==> src/rtl/sobel_window_scanner.sv <==
// -----------------------------------------------------------------------------
// sobel_window_scanner
//
// Walks a 3x3 window across a frame held in the upstream window memory, in
// raster order, one window position per cycle. For every position it computes
// the Sobel gradient magnitude |Gx|+|Gy|, saturated to 8 bits, and a
// thresholded edge bit.
//
// Ports:
//   clk, rst          clock and synchronous active-high reset
//   start             single-cycle pulse, accepted only when idle
//   H, W              frame height/width, captured on an accepted start
//   data0..data8      window bytes from the memory, row-major, registered there
//   read_H, read_W    window top-left address to the memory
//   mem_ready         memory read-enable (low lets the loader write)
//   out_pixel         saturated gradient magnitude
//   out_edge          out_pixel >= THRESH
//   out_valid         output qualifier (no backpressure)
//   out_row, out_col  top-left coordinates of the window behind the output
//   busy              high from scan entry until the done cycle ends
//   done              single-cycle completion pulse
//
// Pipeline: address issued in cycle n -> memory data in n+1 -> |Gx|,|Gy|
// registered at end of n+1 -> output registered at end of n+2 (visible n+3).
// -----------------------------------------------------------------------------
module sobel_window_scanner #(
    parameter int THRESH = 128
) (
    input  logic        clk,
    input  logic        rst,
    input  logic        start,
    input  logic [15:0] H,
    input  logic [15:0] W,
    input  logic [7:0]  data0,
    input  logic [7:0]  data1,
    input  logic [7:0]  data2,
    input  logic [7:0]  data3,
    input  logic [7:0]  data4,
    input  logic [7:0]  data5,
    input  logic [7:0]  data6,
    input  logic [7:0]  data7,
    input  logic [7:0]  data8,
    output logic [15:0] read_H,
    output logic [15:0] read_W,
    output logic        mem_ready,
    output logic [7:0]  out_pixel,
    output logic        out_edge,
    output logic        out_valid,
    output logic [15:0] out_row,
    output logic [15:0] out_col,
    output logic        busy,
    output logic        done
);

    // Threshold clamped into 9 bits so any THRESH above 255 simply never fires.
    localparam logic [8:0] THRESH_9 = (THRESH > 255) ? 9'd256 : 9'(THRESH);

    typedef enum logic [1:0] {
        ST_IDLE,
        ST_SCAN,
        ST_DRAIN,
        ST_DONE
    } state_t;

    state_t      state_reg, state_next;
    logic [15:0] hl_reg, wl_reg;
    logic [15:0] row_reg, col_reg;
    logic [1:0]  drain_cnt_reg;

    logic        degenerate;
    logic        last_col;
    logic        last_pos;
    logic        issue;

    // Frames smaller than one window produce no reads at all.
    assign degenerate = (H < 16'd3) || (W < 16'd3);
    assign last_col   = (col_reg == wl_reg - 16'd3);
    assign last_pos   = last_col && (row_reg == hl_reg - 16'd3);

    // ---------------------------------------------------------------- FSM ---
    always_ff @(posedge clk) begin
        if (rst) begin
            state_reg <= ST_IDLE;
        end else begin
            state_reg <= state_next;
        end
    end

    always_comb begin
        state_next = state_reg;
        case (state_reg)
            ST_IDLE:  if (start) state_next = degenerate ? ST_DONE : ST_SCAN;
            ST_SCAN:  if (last_pos) state_next = ST_DRAIN;
            ST_DRAIN: if (drain_cnt_reg == 2'd2) state_next = ST_DONE;
            ST_DONE:  state_next = ST_IDLE;
            default:  state_next = ST_IDLE;
        endcase
    end

    always_comb begin
        mem_ready = 1'b0;
        busy      = 1'b0;
        done      = 1'b0;
        case (state_reg)
            ST_SCAN:  begin mem_ready = 1'b1; busy = 1'b1; end
            ST_DRAIN: begin mem_ready = 1'b1; busy = 1'b1; end
            ST_DONE:  begin busy = 1'b1; done = 1'b1; end
            default:  ;
        endcase
    end

    // ------------------------------------------------- address generation ---
    always_ff @(posedge clk) begin
        if (rst) begin
            hl_reg        <= '0;
            wl_reg        <= '0;
            row_reg       <= '0;
            col_reg       <= '0;
            drain_cnt_reg <= '0;
        end else begin
            case (state_reg)
                ST_IDLE: begin
                    if (start) begin
                        hl_reg  <= H;
                        wl_reg  <= W;
                        row_reg <= '0;
                        col_reg <= '0;
                    end
                end
                ST_SCAN: begin
                    drain_cnt_reg <= '0;
                    // Address stays on the final position through DRAIN.
                    if (!last_pos) begin
                        if (last_col) begin
                            col_reg <= '0;
                            row_reg <= row_reg + 16'd1;
                        end else begin
                            col_reg <= col_reg + 16'd1;
                        end
                    end
                end
                ST_DRAIN: drain_cnt_reg <= drain_cnt_reg + 2'd1;
                default:  ;
            endcase
        end
    end

    assign read_H = row_reg;
    assign read_W = col_reg;
    assign issue  = (state_reg == ST_SCAN);

    // ------------------------------------------- valid/coordinate delay line ---
    // Index 0: data arriving from memory, 1: gradients registered, 2: output.
    logic [2:0]  pipe_valid_reg;
    logic [15:0] pipe_row_reg [3];
    logic [15:0] pipe_col_reg [3];

    always_ff @(posedge clk) begin
        if (rst) begin
            pipe_valid_reg <= '0;
            for (int i = 0; i < 3; i++) begin
                pipe_row_reg[i] <= '0;
                pipe_col_reg[i] <= '0;
            end
        end else begin
            pipe_valid_reg  <= {pipe_valid_reg[1:0], issue};
            pipe_row_reg[0] <= row_reg;
            pipe_col_reg[0] <= col_reg;
            for (int i = 1; i < 3; i++) begin
                pipe_row_reg[i] <= pipe_row_reg[i-1];
                pipe_col_reg[i] <= pipe_col_reg[i-1];
            end
        end
    end

    // ------------------------------------------------- stage 1: gradients ---
    // Each gradient is split into its positive and negative weighted sums
    // (both <= 1020, fit in 10 bits) so the absolute value is a plain
    // compare-and-subtract without any signed arithmetic.
    logic [9:0] gx_pos, gx_neg, gy_pos, gy_neg;
    logic [9:0] abs_gx_next, abs_gy_next;
    logic [9:0] abs_gx_reg, abs_gy_reg;

    always_comb begin
        gx_pos = {2'b00, data2} + {1'b0, data5, 1'b0} + {2'b00, data8};
        gx_neg = {2'b00, data0} + {1'b0, data3, 1'b0} + {2'b00, data6};
        gy_pos = {2'b00, data6} + {1'b0, data7, 1'b0} + {2'b00, data8};
        gy_neg = {2'b00, data0} + {1'b0, data1, 1'b0} + {2'b00, data2};
        abs_gx_next = (gx_pos >= gx_neg) ? (gx_pos - gx_neg) : (gx_neg - gx_pos);
        abs_gy_next = (gy_pos >= gy_neg) ? (gy_pos - gy_neg) : (gy_neg - gy_pos);
    end

    always_ff @(posedge clk) begin
        if (rst) begin
            abs_gx_reg <= '0;
            abs_gy_reg <= '0;
        end else begin
            abs_gx_reg <= abs_gx_next;
            abs_gy_reg <= abs_gy_next;
        end
    end

    // ---------------------------------------- stage 2: saturate, threshold ---
    logic [10:0] mag_sum;
    logic [7:0]  pixel_next;
    logic        edge_next;
    logic [7:0]  pixel_reg;
    logic        edge_reg;

    always_comb begin
        mag_sum    = {1'b0, abs_gx_reg} + {1'b0, abs_gy_reg};
        pixel_next = (mag_sum > 11'd255) ? 8'hFF : mag_sum[7:0];
        edge_next  = ({1'b0, pixel_next} >= THRESH_9);
    end

    always_ff @(posedge clk) begin
        if (rst) begin
            pixel_reg <= '0;
            edge_reg  <= 1'b0;
        end else begin
            pixel_reg <= pixel_next;
            edge_reg  <= edge_next;
        end
    end

    assign out_pixel = pixel_reg;
    assign out_edge  = edge_reg;
    assign out_valid = pipe_valid_reg[2];
    assign out_row   = pipe_row_reg[2];
    assign out_col   = pipe_col_reg[2];

endmodule

==> config.mk <==
export PLATFORM = sky130hd
export DESIGN_NAME = sobel_window_scanner
export DESIGN_NICKNAME = d
export VERILOG_FILES = /design/src/rtl/sobel_window_scanner.sv
export SDC_FILE = /design/constraint.sdc
export NUM_CORES = 1
export LEC_CHECK = 0
export ABC_AREA = 1
export BUFFER_PORTS_ARGS = -buffer_cell sky130_fd_sc_hd__buf_2
export CORE_AREA = 4 4 163 165
export CTS_BUF_LIST = sky130_fd_sc_hd__clkbuf_4 sky130_fd_sc_hd__clkbuf_8 sky130_fd_sc_hd__clkbuf_16
export DETAILED_ROUTE_END_ITERATION = 10
export DIE_AREA = 0 0 167 169
export PLACE_DENSITY_LB_ADDON = 0.15
export SLEW_MARGIN = 0
export SYNTH_ARGS = -nofsm -noshare
export SYNTH_HDL_FRONTEND = slang
export SYNTH_SLANG_ARGS = --single-unit
==> constraint.sdc <==
create_clock -name clk -period 7.5 [get_ports clk]
set_input_delay 1.5 -clock clk [delete_from_list [all_inputs] [get_ports clk]]
set_output_delay 1.5 -clock clk [all_outputs]
set_load 0.02 [all_outputs]
==> PnR_summary.wiki, run 1 <==
{| class="wikitable"
! Metric !! Value
|-
| Outcome || completed
|-
| Drt wl/cell || 13.4 um
|-
| Worst flop-to-flop path endpoint || read_H[0]
|-
| Required time of the critical path || 7.82 ns
|-
| Crit-path leading delay family || adder cells
|-
| Reg2Reg Setup Slack || 4.46 ns
|-
| Boundary Pins || 184
|-
| Syn nets || 1,955
|-
| GRT Resource Usage Total || 20.5%
|-
| Clock tree from TritonCTS || built
|-
| Combined buffer and inverter count along the critical path || 6
|-
| Post CTS Setup Buffer Count || 0
|-
| Via/cell ratio || 4.88
|-
| Clock-pin slew on the worst setup and hold paths || 0.07 ns
|-
| Power density over the cells || 363 nW/um^2
|-
| Via count of the first global-routing pass || 10,000
|-
| Total of endpoints with negative setup slack in the final report || 0
|-
| First-pass iteration count of the detailed router || 5
|-
| Post-route DRC || 0
|-
| Hold buffer count at CTS || 0
|-
| Mapped Area || 12,600 sq um
|-
| Ranking of synthesized cells by instance count || sky130_fd_sc_hd__nand2_1, sky130_fd_sc_hd__inv_1, sky130_fd_sc_hd__nor2_1
|-
| Setup CP Type || input pin to register
|-
| Final period demand of the worst path || 5.39 ns
|-
| Worst Max-Slew Pin Slew || 0.971 ns
|-
| Post-route worst hold slack || 0.398 ns
|-
| Area share of the largest cell type after synthesis || 30.9%
|-
| Hold EP || pipe_col_reg[0][47]
|-
| Slowest library cell on the worst path || sky130_fd_sc_hd__fa_1
|-
| Final worst-path cycle share || 71.9%
|-
| Worst-path fanout max || 11
|-
| Number of antenna violations at the first check in global routing || 0
|-
| Share of layout cells above drive strength 1 || 14.9%
|-
| Antenna Nets Post-Route || 0
|-
| Warning count from the yosys run || 0
|-
| Synth Flop Type || sky130_fd_sc_hd__dfxtp_1
|-
| Worst EP arrival || 5.71 ns
|-
| Max frequency || 0.186 GHz
|-
| Die outline area || 28,200 sq um
|-
| Number of buffers on the longest clock path || 2
|-
| CTS root buf || sky130_fd_sc_hd__clkbuf_16
|-
| Gate count of the mapped netlist || 1,717
|-
| Most instantiated library cell after synthesis || sky130_fd_sc_hd__nand2_1
|-
| Net count of the finished layout || 2,062
|-
| Launch instance of the worst min-delay path || pipe_col_reg[0][31]
|-
| Share of flip-flops with an asynchronous set or reset after synthesis || 0%
|-
| Hold Fails Final Rpt || 0
|-
| Detailed-placement wirelength estimate || 23,000 um
|-
| Routability congestion estimate from global placement || 0.892
|-
| Area Growth Syn to Fin || 11.0%
|-
| Per-instance average area after synthesis || 7.36 sq um
|-
| Crit start category || input pin
|-
| Largest clock skew in the final design || 0.0151 ns
|-
| Number of clock sinks || 195
|-
| Area leader, netlist || sky130_fd_sc_hd__dfxtp_1
|-
| Critical Path Sink Type || register
|-
| Max capacitance violation total || 0
|-
| Resized Gates After CTS || 0
|-
| Starting utilization of the core area || 50.5%
|-
| Largest net degree at the start of global routing || 74
|-
| Reg-to-reg startpoint || state_reg[1]
|-
| Detailed-route via count || 10,600
|-
| Row count || 58
|-
| Post-route cell area || 14,000 sq um
|-
| Insertion delay to the later sink of the worst-skew pair || 0.43 ns
|-
| Total routed wirelength || 29,000 um
|-
| Hold WC Path Type || register to register
|-
| H-tree depth reported by CTS || 4
|-
| Setup repair after global routing missed its margin || no
|-
| Number of violations reported at the end of detailed-routing iteration 0 || 603
|-
| Vertical die dimension || 169 um
|-
| Number of input and output port buffers inserted || 175
|-
| Area of the core || 25,000 sq um
|-
| Worst hold path depth || 2
|-
| Die W || 167 um
|-
| Yosys cell types || 45
|-
| Top area cells in the synthesized netlist || sky130_fd_sc_hd__dfxtp_1, sky130_fd_sc_hd__ha_1, sky130_fd_sc_hd__nand2_1
|-
| Total congestion overflow || 0
|-
| Number of clock buffers inserted by TritonCTS || 17
|-
| Total cell area at the placement stage || 13,400 sq um
|-
| Leakage dissipation || 6.84 nW
|-
| Antenna diodes || 0
|-
| Number of enable-type register cells in the synthesized netlist || 0
|-
| Final sum of negative setup slack || 0 ns
|-
| Number of pins with negative max-slew slack in the final report || 0
|-
| Register area share after synthesis || 30.9%
|-
| Cells along the critical path || buf_2 -> inv_1 -> fa_1 -> inv_1 -> ha_1 -> inv_1 -> fa_1 -> o21ai_0 -> a21oi_1 -> o21bai_1 -> xor2_1 -> inv_1 -> ha_1 -> nand2_1 -> nor2_1 -> a221oi_1 -> nand3_1 -> inv_2 -> nand2_1 -> o21ai_0 -> nand2_1 -> nand2_1 -> nor2_1
|-
| Slowest cell delay on critical path || 0.41 ns
|-
| Reg2Reg Depth || 9
|-
| Synth Register Bits || 195
|-
| Worst vdd rail ir drop || 0.000256 V
|-
| Wire length of the first global-routing pass || 48,200 um
|-
| Max-slew headroom || 35.3%
|}
-- cell usage in the layout (no fill, tap or decap), drive strengths merged --
master  count
clkinv     13
a21boi      1
nand4      17
and2        4
inv       269
clkbuf     17
nand3      89
o221ai      1
nor4       13
o21ai      84
a221oi      5
or2         6
nand3b     14
o211ai      4
xnor2      27
o21bai     12
a211oi      2
ha         94
fa         37
a21oi     122
o311ai      1
a211o       1
nor3       12
a21o        6
dfxtp     195
buf       178
nor2      263
xor2       73
nand2     276
o31ai       1
-- cell type report --
class / instances / area, sq um
clock buffer: 17 / 425
inverter: 267 / 1000
multi-input combinational: 1165 / 7190
tap: 330 / 413
timing repair buffer: 178 / 901
fill: 2455 / 11000
sequential: 195 / 3900
clock inverter: 15 / 188
-- per-layer routing --
layer	vias up	wire length (um)	track usage, %
met3	39	1200	2.99
li1	5575	-	-
met1	4726	12900	25.1
met2	236	14200	37.0
met5	-	0	0
met4	0	669	6.55
-- report_power, final --
part,leakage [nW],internal [mW],switching (mW)
clock network,0.297,0.453,0.455
registers,1.59,1.23,0.166
logic,4.94,1.02,1.77
total,6.84,2.70,2.39
-- kinds of logic after synthesis --
logic type	count (synthesis)	share of synthesized area (%)
and+or+nand+nor	694	24.5
adders and majority gates	131	15.2
AOI/OAI and AO/OA	240	10.3
xor gates and xnor gates	100	6.93
DFF	195	30.9
buffers and inverters	357	12.2
-- how the worst max path moves through the flow --
stage,startpoint,endpoint,slack (ns),cells after the start
floorplan,data0[1],abs_gx_reg[3],2.39,22
global placement,data0[1],abs_gx_reg[2],1.73,23
detailed placement,data0[1],abs_gx_reg[2],1.68,23
CTS,data0[1],abs_gx_reg[2],2.14,23
global route,data0[1],abs_gx_reg[2],1.66,23
finish,data0[1],abs_gx_reg[2],2.11,23
-- worst min-delay path, delay by kind of cell, from the launching register on --
family | cells | cell delay, ns
simple gates | 1 | 0.03
buf+inv | 1 | 0.04
flops | 1 | 0.30
-- per-stage QoR --
stage	total power, mW	worst slack (ns)	util, %	std cells
final	5.09	2.11	56.0	2167
after global routing	5.59	1.66	56.0	2167
after CTS	5.12	2.14	56.0	2167
after detailed placement	4.20	1.68	53.6	2135
after global placement	4.17	1.73	53.6	2135
after floorplan	3.61	2.39	-	1717
Note: power is estimated with default switching activity, not from simulation.
==> run 2, diff against run 1 <==
clock period = 5.35 ns   (was 7.5 ns; I/O delays follow)
==> run 2 against run 1 <==
Against the previous run: cell area increased by 0.25%; final cell count increased by 0.18%; first-iteration DRC count decreased by 17%; wire length decreased by 0.39%; sequential share of layout area decreased by 0.069 points; critical path depth decreased by 3; global-route usage about the same; total power increased by 41%; worst setup slack got worse by 1.4 ns; flip-flop and latch count unchanged; highest routed layer unchanged.
==> PnR_summary.wiki, run 2 (synthesis gave the netlist of run 1 again) <==
{| class="wikitable"
! Metric !! Value
|-
| Power density over the cells || 513 nW/um^2
|-
| Cells along the critical path || buf_2 -> inv_1 -> fa_1 -> inv_1 -> ha_1 -> inv_1 -> fa_1 -> o21ai_0 -> a21oi_1 -> o21bai_1 -> xor2_1 -> inv_1 -> ha_1 -> a21o_1 -> a221oi_1 -> nand3_1 -> buf_4 -> nand2_1 -> nand2_1 -> a21oi_1
|-
| Area Growth Syn to Fin || 11.3%
|-
| Outcome || completed
|-
| Max-slew headroom || 34.6%
|-
| GRT Resource Usage Total || 20.5%
|-
| Final period demand of the worst path || 4.67 ns
|-
| Number of clock buffers inserted by TritonCTS || 17
|-
| Starting utilization of the core area || 50.5%
|-
| Worst Max-Slew Pin Slew || 0.981 ns
|-
| Total of endpoints with negative setup slack in the final report || 0
|-
| Area of the core || 25,000 sq um
|-
| Share of layout cells above drive strength 1 || 15.0%
|-
| Final sum of negative setup slack || 0 ns
|-
| H-tree depth reported by CTS || 4
|-
| Total congestion overflow || 0
|-
| Setup repair after global routing missed its margin || no
|-
| Setup CP Type || input pin to register
|-
| Post-route worst hold slack || 0.397 ns
|-
| Leakage dissipation || 6.85 nW
|-
| Post-route DRC || 0
|-
| Top library cells by usage in the layout, fill and taps aside || sky130_fd_sc_hd__nand2_1, sky130_fd_sc_hd__inv_1, sky130_fd_sc_hd__nor2_1
|-
| Power share of the clock group || 18.3%
|-
| Number of input and output port buffers inserted || 175
|-
| Switching component of the power || 3.35 mW
|-
| Routability congestion estimate from global placement || 0.904
|-
| Max capacitance violation total || 0
|-
| Max frequency || 0.214 GHz
|-
| Total routed wirelength || 28,900 um
|-
| Detailed-route via count || 10,600
|-
| Die W || 167 um
|-
| Library cell appearing most often on the critical path || sky130_fd_sc_hd__inv_1
|-
| Hold Fails Final Rpt || 0
|-
| Post CTS Setup Buffer Count || 0
|-
| Crit start category || input pin
|-
| Switching fraction of total power || 46.5%
|-
| Largest net degree at the start of global routing || 98
|-
| Overall power after layout || 7.21 mW
|-
| Final worst-path cycle share || 87.2%
|-
| Largest clock skew in the final design || 0.0142 ns
|-
| Slowest library cell on the worst path || sky130_fd_sc_hd__fa_1
|-
| Hold WC Path Type || register to register
|-
| Clock-pin slew on the worst setup and hold paths || 0.07 ns
|-
| Worst EP arrival || 5.02 ns
|-
| Share of total power in sequential cells || 27.2%
|-
| Number of antenna violations at the first check in global routing || 0
|-
| Via/cell ratio || 4.87
|-
| Number of buffers on the longest clock path || 2
|-
| Resized Gates After CTS || 0
|-
| Row count || 58
|-
| Clock tree from TritonCTS || built
|-
| Number of violations reported at the end of detailed-routing iteration 0 || 499
|-
| Hold buffer count at CTS || 0
|-
| Critical Path Sink Type || register
|-
| Final setup slack of the worst path || 0.683 ns
|-
| First-pass iteration count of the detailed router || 5
|-
| Worst-path fanout max || 6
|-
| Antenna diodes || 0
|-
| Insertion delay to the later sink of the worst-skew pair || 0.43 ns
|-
| Die outline area || 28,200 sq um
|-
| Required time of the critical path || 5.70 ns
|-
| Worst vdd rail ir drop || 0.000267 V
|-
| Drt wl/cell || 13.3 um
|-
| Slowest cell delay on critical path || 0.48 ns
|-
| Via count of the first global-routing pass || 10,200
|-
| Boundary Pins || 184
|-
| Antenna Nets Post-Route || 0
|-
| Number of clock sinks || 195
|-
| Post-place setup slack || 0.231 ns
|-
| Wire length of the first global-routing pass || 48,300 um
|-
| Leading cell type in the layout, fill and taps excluded || sky130_fd_sc_hd__nand2_1
|-
| Detailed-placement wirelength estimate || 23,000 um
|-
| Final-layout fill cell count || 2,446
|-
| Combinational Power Share || 54.5%
|-
| Vertical die dimension || 169 um
|-
| Number of pins with negative max-slew slack in the final report || 0
|-
| Internal power consumption || 3.86 mW
|-
| Net count of the finished layout || 2,066
|-
| CTS root buf || sky130_fd_sc_hd__clkbuf_16
|}
## run 2: cell count changes in the layout (fill, tap and decap cells not counted), moves of 2 or more
cell / delta
sky130_fd_sc_hd__inv_8: +3
sky130_fd_sc_hd__buf_4: +4
sky130_fd_sc_hd__clkinv_4: -2
sky130_fd_sc_hd__clkinvlp_4: +2
sky130_fd_sc_hd__clkinv_8: -4
## run 2: through the flow
| stage | area (sq um) | instances | utilization (%) |
|---|---|---|---|
| 6_report | 14100 | 2171 | 56.2 |
| 5_1_grt | 14100 | 2171 | 56.2 |
| 4_1_cts | 14100 | 2171 | 56.2 |
| 3_5_place_dp | 13400 | 2139 | 53.7 |
| 3_3_place_gp | 13400 | 2139 | 53.7 |
| 2_1_floorplan | 12600 | 1717 | - |
## run 2: worst max-delay path, delay by kind of cell
family          cells  cell delay (ns)
simple gates        3             0.35
buf+inv             6             0.58
fa+ha+maj           4             1.45
xor+xnor            1             0.22
compound gates      6             1.35
## run 2: worst paths after layout
| path | from | end | slack, ns | cells past startpoint |
|---|---|---|---|---|
| max | data0[1] | abs_gx_reg[1] | 0.68 | 20 |
| min reg2reg | pipe_row_reg[0][4] | pipe_row_reg[0][20] | 0.40 | 2 |
| max reg2reg | state_reg[1] | read_H[3] | 2.32 | 7 |
| min | pipe_row_reg[0][4] | pipe_row_reg[0][20] | 0.40 | 2 |
## run 2: cell type report
type	count	area, sq um	area share (%)
clock buffers	18	439	3.12
clock inverters	14	179	1.27
inverters	267	1000	7.13
multi-input cells	1165	7190	51.2
flip-flops and latches	195	3900	27.8
well taps	330	413	2.94
repair buffers	182	931	6.62
## run 2: routing by layer
layer	up-vias	routed length, um	track usage [%]
met5	-	0	0
met4	0	655	6.97
met3	44	1250	2.92
met2	276	14300	36.8
met1	4669	12800	25.2
li1	5574	-	-
## run 2: power by group through the flow
stage	Combinational (mW)	Clock, mW	Sequential [mW]
floorplan	3.06	0	2.01
global placement	3.88	0	1.99
detailed placement	3.92	0	1.99
CTS	3.94	1.35	1.96
global route	4.47	1.41	2.00
finish	3.93	1.32	1.96
==> run 3, diff against run 2 <==
clock period = 4.7 ns   (was 5.35 ns; I/O delays follow)
==> run 3 against run 2 <==
Against the previous run: count of clock-buffer cells in the layout fell by 1; critical path depth rose by 1; non-clock buffer count rose by 40; worst hold slack got worse by 0.0010 ns; clock skew rose by 0.0043 ns; global-route usage fell by 0.077 points; clock power rose by 11%; wire length rose by 0.53%; core utilization rose by 1.2 points; sequential share of layout area fell by 0.60 points; flip-flop and latch count did not move; highest routed layer unchanged.
==> PnR_summary.wiki, run 3 (synthesis gave the netlist of run 1 again) <==
{| class="wikitable"
! Metric !! Value
|-
| Antenna Nets Post-Route || 0
|-
| Clock-pin slew on the worst setup and hold paths || 0.08 ns
|-
| Drt wl/cell || 13.2 um
|-
| Final sum of negative setup slack || 0 ns
|-
| Total routed wirelength || 29,100 um
|-
| Area of the core || 25,000 sq um
|-
| Overall power after layout || 8.45 mW
|-
| Final period demand of the worst path || 4.42 ns
|-
| CTS root buf || sky130_fd_sc_hd__clkbuf_16
|-
| Outcome || completed
|-
| Total congestion overflow || 0
|-
| Required time of the critical path || 5.05 ns
|-
| Die outline area || 28,200 sq um
|-
| Clock tree from TritonCTS || built
|-
| Starting utilization of the core area || 50.5%
|-
| Vertical die dimension || 169 um
|-
| Worst vdd rail ir drop || 0.000274 V
|-
| Detailed-placement wirelength estimate || 23,300 um
|-
| Total cell area at the placement stage || 13,700 sq um
|-
| Row count || 58
|-
| Setup CP Type || input pin to register
|-
| Via/cell ratio || 4.89
|-
| Number of input and output port buffers inserted || 175
|-
| Largest net degree at the start of global routing || 106
|-
| Share of layout cells above drive strength 1 || 17.0%
|-
| Launch instance of the worst min-delay path || pipe_row_reg[0][6]
|-
| Power share of the clock group || 17.4%
|-
| Final worst-path cycle share || 93.9%
|-
| Max capacitance violation total || 0
|-
| Routed met1 length || 12,600 um
|-
| Area used by sequential logic in the layout || 3900 sq um
|-
| Critical Path Sink Type || register
|-
| Max frequency || 0.226 GHz
|-
| Combinational Power Share || 56.2%
|-
| Total of endpoints with negative setup slack in the final report || 0
|-
| Switching fraction of total power || 46.0%
|-
| Hold WC Path Type || register to register
|-
| Reg2Reg Setup Slack || 1.60 ns
|-
| Power density over the cells || 588 nW/um^2
|-
| Fin util || 57.4%
|-
| Worst Max-Slew Pin Slew || 1.01 ns
|-
| H-tree depth reported by CTS || 4
|-
| Leakage dissipation || 7.05 nW
|-
| First-pass iteration count of the detailed router || 5
|-
| Hold buffer count at CTS || 0
|-
| Worst EP arrival || 4.77 ns
|-
| Post-route DRC || 0
|-
| Reg-to-reg startpoint || state_reg[1]
|-
| Uppermost layer routed || met4
|-
| Hold Fails Final Rpt || 0
|-
| Insertion delay to the later sink of the worst-skew pair || 0.43 ns
|-
| Reg2Reg Depth || 9
|-
| Post-route cell area || 14,400 sq um
|-
| Die W || 167 um
|-
| Largest clock skew in the final design || 0.0185 ns
|-
| Detailed-route via count || 10,800
|-
| Multi-input combinational cell area || 7200 sq um
|-
| Crit start category || input pin
|-
| Internal power consumption || 4.56 mW
|-
| Wire length of the first global-routing pass || 48,300 um
|-
| Boundary Pins || 184
|-
| Number of buffers on the longest clock path || 2
|-
| Number of clock buffers inserted by TritonCTS || 17
|-
| Hold EP || pipe_row_reg[0][22]
|-
| Number of pins with negative max-slew slack in the final report || 0
|-
| Number of violations reported at the end of detailed-routing iteration 0 || 549
|-
| Top library cells by usage in the layout, fill and taps aside || sky130_fd_sc_hd__nand2_1, sky130_fd_sc_hd__inv_1, sky130_fd_sc_hd__nor2_1
|-
| Antenna diodes || 0
|-
| Met3 wire length || 1180 um
|-
| Worst hold path depth || 2
|-
| Area Growth Syn to Fin || 13.8%
|-
| Switching component of the power || 3.89 mW
|-
| Final-layout fill cell count || 2,440
|-
| Worst-path fanout max || 4
|-
| Max-slew headroom || 32.6%
|-
| Setup repair after global routing missed its margin || no
|-
| Number of clock sinks || 195
|-
| Number of antenna violations at the first check in global routing || 0
|-
| Leading cell type in the layout, fill and taps excluded || sky130_fd_sc_hd__nand2_1
|-
| Worst flop-to-flop path endpoint || read_H[0]
|-
| Via count of the first global-routing pass || 10,300
|-
| GRT Resource Usage Total || 20.4%
|-
| Routability congestion estimate from global placement || 0.892
|-
| Share of total power in sequential cells || 26.3%
|-
| Net count of the finished layout || 2,106
|-
| Wire length on met2 || 14,400 um
|}
[run 3: changes by cell type in the layout (fill, tap and decap cells not counted), sizes merged]
cell	change
buf	+40
bufinv	-1
clkbuf	-1
clkinv	+3
clkinvlp	-2
inv	+1
[run 3: timing repair]
action,4_1_cts,5_1_grt
gates resized for setup,0,5
buffers inserted,0,1
endpoints found under the setup margin,0,10
[run 3: worst max path at each step]
stage	startpoint	to	slack [ns]
3_5_place_dp	data6[1]	abs_gx_reg[9]	-0.18
2_1_floorplan	data0[1]	abs_gx_reg[3]	0.15
4_1_cts	data6[1]	abs_gx_reg[9]	0.27
3_3_place_gp	data6[1]	abs_gx_reg[2]	-0.10
5_1_grt	data6[1]	abs_gy_reg[8]	0.02
6_report	data6[1]	abs_gx_reg[9]	0.28
[run 3: power groups by stage]
stage | Sequential [mW] | Clock (mW) | Combinational [mW]
after detailed placement | 2.27 | 0 | 4.72
after CTS | 2.23 | 1.51 | 4.75
after global routing | 2.27 | 1.59 | 5.37
final | 2.22 | 1.47 | 4.75
after floorplan | 2.28 | 0 | 3.48
after global placement | 2.26 | 0 | 4.66
[run 3: worst max-delay path: stages]
cell and delay, ns:
sky130_fd_sc_hd__buf_2 0.10, sky130_fd_sc_hd__inv_1 0.14, sky130_fd_sc_hd__fa_1 0.44, sky130_fd_sc_hd__inv_1 0.08, sky130_fd_sc_hd__ha_1 0.17, sky130_fd_sc_hd__inv_1 0.06, sky130_fd_sc_hd__fa_1 0.38, sky130_fd_sc_hd__o21ai_1 0.21
sky130_fd_sc_hd__a21oi_1 0.11, sky130_fd_sc_hd__o21bai_1 0.22, sky130_fd_sc_hd__xor2_1 0.22, sky130_fd_sc_hd__inv_1 0.07, sky130_fd_sc_hd__ha_1 0.34, sky130_fd_sc_hd__buf_4 0.17, sky130_fd_sc_hd__nand2_1 0.07, sky130_fd_sc_hd__inv_1 0.06
sky130_fd_sc_hd__a221oi_1 0.39, sky130_fd_sc_hd__o211ai_1 0.19, sky130_fd_sc_hd__xor2_1 0.20, sky130_fd_sc_hd__nand2_1 0.07, sky130_fd_sc_hd__a21oi_1 0.14
[run 3: per-layer routing]
layer	up-vias	global-route usage (%)
met5	-	0
met4	0	7.68
met3	50	2.80
met2	263	37.2
met1	4844	24.4
li1	5664	-
[run 3: per-stage QoR]
| stage | worst slack (ns) | std cells | hold WS [ns] |
|---|---|---|---|
| 2_1_floorplan | 0.149 | 1717 | 0.388 |
| 3_3_place_gp | -0.102 | 2178 | 0.389 |
| 3_5_place_dp | -0.178 | 2178 | 0.392 |
| 4_1_cts | 0.267 | 2210 | 0.393 |
| 5_1_grt | 0.0172 | 2211 | 0.411 |
| 6_report | 0.285 | 2211 | 0.396 |
[run 3: final cells by class]
type                            count  area share [%]
Clock buffer                       17            2.96
Clock inverter                     15            1.37
Inverter                          267            6.97
Multi-Input combinational cell   1165            50.1
Sequential cell                   195            27.2
Tap cell                          330            2.87
Timing Repair Buffer              222            8.57
